===== config.mk =====
export PLATFORM = sky130hd
export DESIGN_NAME = router_egress_arbiter
export DESIGN_NICKNAME = d
export VERILOG_FILES = /design/src/rtl/router_egress_arbiter.sv
export SDC_FILE = /design/constraint.sdc
export NUM_CORES = 1
export LEC_CHECK = 0
export ABC_AREA = 1
export CAP_MARGIN = 40
export CELL_PAD_IN_SITES_DETAIL_PLACEMENT = 0
export CELL_PAD_IN_SITES_GLOBAL_PLACEMENT = 2
export CORE_UTILIZATION = 26
export DETAILED_ROUTE_END_ITERATION = 6
export PLACE_DENSITY = 0.91
export SYNTH_ARGS = -nofsm -noshare
export SYNTH_HDL_FRONTEND = slang
export SYNTH_SLANG_ARGS = --single-unit

===== constraint.sdc =====
create_clock -name clk -period 2.21 [get_ports clk]
set_input_delay 0.663 -clock clk [delete_from_list [all_inputs] [get_ports clk]]
set_output_delay 0.663 -clock clk [all_outputs]
set_load 0.05 [all_outputs]

===== src/rtl/router_egress_arbiter.sv =====
// Packet-granular round-robin arbiter draining three router FIFOs onto one
// valid/ready egress link, with per-FIFO stall timeout and soft-reset pulses.
module router_egress_arbiter #(
    parameter int DATA_W  = 8,
    parameter int TIMEOUT = 30
) (
    input  logic              clk,
    input  logic              rst,
    input  logic [DATA_W-1:0] fifo_dout_0,
    input  logic [DATA_W-1:0] fifo_dout_1,
    input  logic [DATA_W-1:0] fifo_dout_2,
    input  logic              fifo_empty_0,
    input  logic              fifo_empty_1,
    input  logic              fifo_empty_2,
    output logic              rd_en_0,
    output logic              rd_en_1,
    output logic              rd_en_2,
    output logic              soft_rst_0,
    output logic              soft_rst_1,
    output logic              soft_rst_2,
    output logic [DATA_W-1:0] out_data,
    output logic              out_valid,
    input  logic              out_ready,
    output logic              out_sop,
    output logic              out_eop,
    output logic [2:0]        grant,
    output logic              busy
);

    localparam int STALL_W = $clog2(TIMEOUT + 1);

    typedef enum logic [1:0] {IDLE, HDR, PAYLOAD, PARITY} state_t;

    state_t             state_q, state_d;
    logic [2:0]         grant_q, grant_d;
    logic [1:0]         rrPtr_q, rrPtr_d;
    logic [5:0]         lenCnt_q, lenCnt_d;
    logic [STALL_W-1:0] stallCnt_q, stallCnt_d;
    logic [2:0]         softRst_q, softRst_d;

    logic [DATA_W-1:0]  selData;
    logic               selEmpty;
    logic [1:0]         gntIdx;
    logic [2:0]         pick;
    logic               active;
    logic               xfer;
    logic               stall;
    logic               timeout;

    // Search starts one past the last owner, wrapping modulo three.
    function automatic logic [2:0] rrPick(input logic [2:0] req, input logic [1:0] ptr);
        logic [2:0] r;
        r = 3'b000;
        case (ptr)
            2'd0: begin
                if (req[1])      r = 3'b010;
                else if (req[2]) r = 3'b100;
                else if (req[0]) r = 3'b001;
            end
            2'd1: begin
                if (req[2])      r = 3'b100;
                else if (req[0]) r = 3'b001;
                else if (req[1]) r = 3'b010;
            end
            default: begin
                if (req[0])      r = 3'b001;
                else if (req[1]) r = 3'b010;
                else if (req[2]) r = 3'b100;
            end
        endcase
        return r;
    endfunction

    always_comb begin
        selData  = '0;
        selEmpty = 1'b1;
        gntIdx   = 2'd0;
        case (grant_q)
            3'b001: begin selData = fifo_dout_0; selEmpty = fifo_empty_0; gntIdx = 2'd0; end
            3'b010: begin selData = fifo_dout_1; selEmpty = fifo_empty_1; gntIdx = 2'd1; end
            3'b100: begin selData = fifo_dout_2; selEmpty = fifo_empty_2; gntIdx = 2'd2; end
            default: ;
        endcase
    end

    assign pick    = rrPick({!fifo_empty_2, !fifo_empty_1, !fifo_empty_0}, rrPtr_q);
    assign active  = (state_q != IDLE);
    assign xfer    = active && !selEmpty && out_ready;
    assign stall   = active && !selEmpty && !out_ready;
    assign timeout = stall && (stallCnt_q == STALL_W'(TIMEOUT - 1));

    always_comb begin
        state_d    = state_q;
        grant_d    = grant_q;
        rrPtr_d    = rrPtr_q;
        lenCnt_d   = lenCnt_q;
        stallCnt_d = stallCnt_q;
        softRst_d  = 3'b000;
        case (state_q)
            IDLE: begin
                stallCnt_d = '0;
                if (pick != 3'b000) begin
                    grant_d = pick;
                    state_d = HDR;
                end
            end
            HDR: begin
                if (xfer) begin
                    lenCnt_d = selData[7:2];
                    state_d  = (selData[7:2] == 6'd0) ? PARITY : PAYLOAD;
                end
            end
            PAYLOAD: begin
                if (xfer) begin
                    if (lenCnt_q != 6'd0) lenCnt_d = lenCnt_q - 6'd1;
                    if (lenCnt_q <= 6'd1) state_d = PARITY;
                end
            end
            PARITY: begin
                if (xfer) begin
                    rrPtr_d = gntIdx;
                    grant_d = 3'b000;
                    state_d = IDLE;
                end
            end
            default: state_d = IDLE;
        endcase

        // A transfer always beats a timeout that would fire on the same cycle.
        if (active) begin
            if (xfer) begin
                stallCnt_d = '0;
            end else if (timeout) begin
                softRst_d  = grant_q;
                rrPtr_d    = gntIdx;
                grant_d    = 3'b000;
                stallCnt_d = '0;
                state_d    = IDLE;
            end else if (stall) begin
                stallCnt_d = stallCnt_q + STALL_W'(1);
            end
        end
    end

    always_ff @(posedge clk or posedge rst) begin
        if (rst) begin
            state_q    <= IDLE;
            grant_q    <= 3'b000;
            rrPtr_q    <= 2'd2;
            lenCnt_q   <= 6'd0;
            stallCnt_q <= '0;
            softRst_q  <= 3'b000;
        end else begin
            state_q    <= state_d;
            grant_q    <= grant_d;
            rrPtr_q    <= rrPtr_d;
            lenCnt_q   <= lenCnt_d;
            stallCnt_q <= stallCnt_d;
            softRst_q  <= softRst_d;
        end
    end

    assign out_data   = active ? selData : '0;
    assign out_valid  = active && !selEmpty;
    assign out_sop    = out_valid && (state_q == HDR);
    assign out_eop    = out_valid && (state_q == PARITY);
    assign rd_en_0    = xfer && grant_q[0];
    assign rd_en_1    = xfer && grant_q[1];
    assign rd_en_2    = xfer && grant_q[2];
    assign soft_rst_0 = softRst_q[0];
    assign soft_rst_1 = softRst_q[1];
    assign soft_rst_2 = softRst_q[2];
    assign grant      = grant_q;
    assign busy       = active;

endmodule


==> summary.md, run 1 <==
| Metric | Value |
|---|---|
| Worst reg2reg path endpoint | `state_q[0]` |
| Worst reg2reg path depth | `18` |
| Crit path arrival time | `between 1.5 and 2 ns` |
| Post-Synth Simple-Gate Area | `between 40% and 50%` |
| Initial antenna violation count | `0` |
| RSZ-0062 raised after global routing | `true` |
| Fmax | `0.420 GHz` |
| Critical Path RT | `roughly 1.6 ns` |
| Crit path cell chain | `inv_4 -> nand3_4 -> nand3_2 -> nand2_4 -> nor3_4 -> nand2_2 -> clkinvlp_4 -> buf_12` |
| Most frequent cells in the layout | `56 x nand2_1, 52 x buf_4, 24 x nand3_1` |
| Clk_lat worst skew | `between 0.2 and 0.3 ns` |
| Yosys top cell by area | `dfrtp_1` |
| Final setup fails | `14` |
| Crit path launch | `grant[0]` |
| Worst min-delay path class | `register to register` |
| Remaining global-route overflow | `0` |
| Num rows | `30` |
| Crit-path max cell delay | `0.51 ns` |
| Worst path slowest cell | `dfrtp_2` |
| Global placement routability congestion | `between 0.8 and 0.9` |
| Vias | `between 2000 and 2500` |
| Crit path max fanout | `7` |
| Power per standard cell area | `roughly 1100 nW/um^2` |
| Chip Height | `~86 um` |
| Hold depth | `2` |
| Clock skew | `between 0.001 and 0.0015 ns` |
| Pins Over Slew Limit | `0` |
| CP bufs+invs | `3` |
| H-tree depth | `1` |
| Mapped Cells | `259` |
| Most common cell after layout, fill and taps aside | `nand2_1` |
| Run status | `complete, but fails checks` |
| Syn Area/Cell | `between 7 and 8 sq um` |
| Root buffer cell | `clkbuf_8` |
| Die area | `7380 sq um` |
| Initial Util | `26.9%` |
| Final Hold Viols | `0` |
| Overall Global Routing Usage | `between 15 and 20%` |
| Pin count of the biggest net entering global routing | `22` |
| Crit. End Element | `primary output` |
| Leakage | `1.54 nW` |
| First DRT Iteration DRCs | `between 70 and 80` |
| Stages on worst setup path | `8` |
| Seq/Total Area, Yosys | `28.8%` |
| Number of global-route vias before repair | `a little over 2000` |
| Slew headroom | `around 65%` |
| YS warnings | `0` |
| CTS tree | `yes` |
| Vias per inst | `roughly 4.5` |
| Setup Crit Path Kind | `register to primary output` |
| Worst Tran Pin Value | `slightly above 0.5 ns` |
| ANT cells | `0` |
| Number of synthesized register bits | `21` |
| Main combinational cell family by area after synthesis | `simple AND/OR/NAND/NOR gates` |
| Final Util | `46.1%` |
| Multiplexer share of the synthesized area | `0%` |
| R2r startpoint | `grant[1]` |
| Peak VDD IR | `0.000658 V` |
| DRC viols | `0` |
| Die Width | `~86 um` |
| TritonRoute pass-1 iters | `4` |
| CTS Buffer Depth | `2` |
| Largest cells by area after synthesis | `dfrtp_1 27%, nand2_1 13%, nand3_1 8.2%` |
| Failing checks | `setup timing` |
| Avg WL per Cell | `roughly 12 um` |
| Net Count, Synth | `roughly 300` |
| Number of nets in the layout | `400` |
| Layout cells sized above 1 | `between 30 and 40%` |
| Area delta synth->final | `71.1%` |
| Final worst slack | `-0.172 ns` |
| HPWL Detailed | `4340 um` |
| TritonCTS Buffers | `3` |
| Minimum clock period | `approximately 2.4 ns` |
| Unique masters post-synth | `36` |
| Port-buffer cells | `50` |
| Cell area after synthesis | `1830 sq um` |
| Global-route wire length before repair | `9450 um` |
| IO Pins | `51` |
| Antenna viol nets, final | `0` |
| Startpoint Class | `register` |
| Complex-gate fraction of the synthesized area | `under 10%` |
| Synth Area in Adders | `6.15%` |
| Clk sinks | `21` |
| Non-filler cells, final | `around 460` |
| Setup crit end | `rd_en_2` |
| Dpl cells | `about 430` |
| Total routed wirelength | `roughly 5600 um` |
| Post-synthesis xor/xnor area fraction | `3.35%` |
| Delay-heaviest family, CP | `simple AND/OR/NAND/NOR gates` |
| Clock slew seen by the registers of the worst setup and hold paths | `~0.080 ns` |
| Max-cap violations | `0` |
| Crit share post-route | `108%` |
| R2R setup slack | `approximately 0.11 ns` |
| Core area | `about 6800 sq um` |
| Synth top area share | `roughly 27%` |
[where the power goes]
group / total [mW] / leakage (nW) / switching (mW) / internal [mW]
Clock: 0.268 / 0.0228 / 0.139 / 0.129
Combinational: 2.60 / 1.25 / 1.48 / 1.12
Sequential: 0.598 / 0.273 / 0.108 / 0.490
[kinds of logic (layout without fill, tap and decap cells)]
| family | after synthesis | in the layout |
|---|---|---|
| flops | 21 | 21 |
| fa+ha+maj | 9 | 9 |
| xor+xnor | 7 | 7 |
| buf+inv | 46 | 147 |
| simple gates | 147 | 147 |
| compound gates | 29 | 29 |
[how the worst min path moves through the flow]
stage / start / endpoint
6_report: rrPtr_q[1] / rrPtr_q[1]
5_1_grt: rrPtr_q[1] / rrPtr_q[1]
4_1_cts: rrPtr_q[1] / rrPtr_q[1]
3_5_place_dp: rrPtr_q[1] / rrPtr_q[1]
3_3_place_gp: rrPtr_q[1] / rrPtr_q[1]
2_1_floorplan: rrPtr_q[1] / rrPtr_q[1]
[tightest hold or removal path, stage by stage (launching register included)]
cell and delay (ns):
dfstp_2 0.38, inv_1 0.06, o21ai_1 0.07
[state kept, by name, indices dropped and copies added (netlist names)]
register / count
stallCnt_q: 5
grant: 3
state_q: 2
softRst_q: 3
rrPtr_q: 2
lenCnt_q: 6
[per-layer routing]
metal	routed length (um)	part of all wire [%]	track usage (%)	vias to the layer above
met2	2550	45	26.1	65
met5	0	0	0	-
met3	296	5.3	1.83	10
li1	-	-	-	1029
met1	2630	47	21.9	929
met4	130	2.3	6.82	0
[Yosys cell counts]
cell and n:
a21oi_1 7, a31oi_1 1, and3_1 1, buf_2 1
buf_4 1, buf_6 2, clkbuf_1 1, dfrtp_1 20
dfstp_2 1, ha_1 9, inv_1 35, inv_2 4
inv_4 2, nand2_1 65, nand2_2 3, nand2_4 4
nand3_1 30, nand3_2 3, nand3_4 1, nand4_1 5
nand4_4 1, nor2_1 26, nor2_2 1, nor2_4 1
nor2_8 3, nor3_1 1, nor3_4 1, o2111ai_1 1
o211ai_1 1, o21a_1 2, o21ai_0 13, o21ai_1 2
o21ai_2 2, or2_0 1, xnor2_1 4, xor2_1 3
[cell type report]
class / instances / area [sq um]
multi-input cells: 192 / 1220
well taps: 96 / 120
repair buffers: 102 / 1030
fillers: 693 / 3660
flip-flops and latches: 21 / 531
clock buffers: 4 / 45.0
inverters: 41 / 186
[per-stage QoR]
| step | setup TNS [ns] | area (sq um) | power [mW] | hold slack, ns | setup WS, ns |
|---|---|---|---|---|---|
| floorplan | -0.992 | 1910 | 2.07 | 0.475 | -0.245 |
| global placement | -3.79 | 2880 | 2.98 | 0.498 | -0.388 |
| detailed placement | -4.58 | 2880 | 3.00 | 0.498 | -0.408 |
| global route | -2.57 | 3130 | 3.76 | 0.533 | -0.260 |
| CTS | -1.27 | 3070 | 3.43 | 0.510 | -0.175 |
| finish | -1.25 | 3130 | 3.47 | 0.509 | -0.172 |
[what timing repair did]
action                                 CTS  global route
gates resized for setup                 39            10
pin swaps                               28             7
hold buffers                             0             0
setup endpoints to repair               14            15
setup buffers                           14             4
endpoints found under the hold margin    0             0
Power figures use the tool's default switching activity.
==> inputs of run 2 (changes only) <==
HOLD_SLACK_MARGIN = 0.1   (was default)
SLEW_MARGIN = 0   (was default)
==> results of run 2 <==
No change in the layout: final DEF, timing and power equal those of run 1.
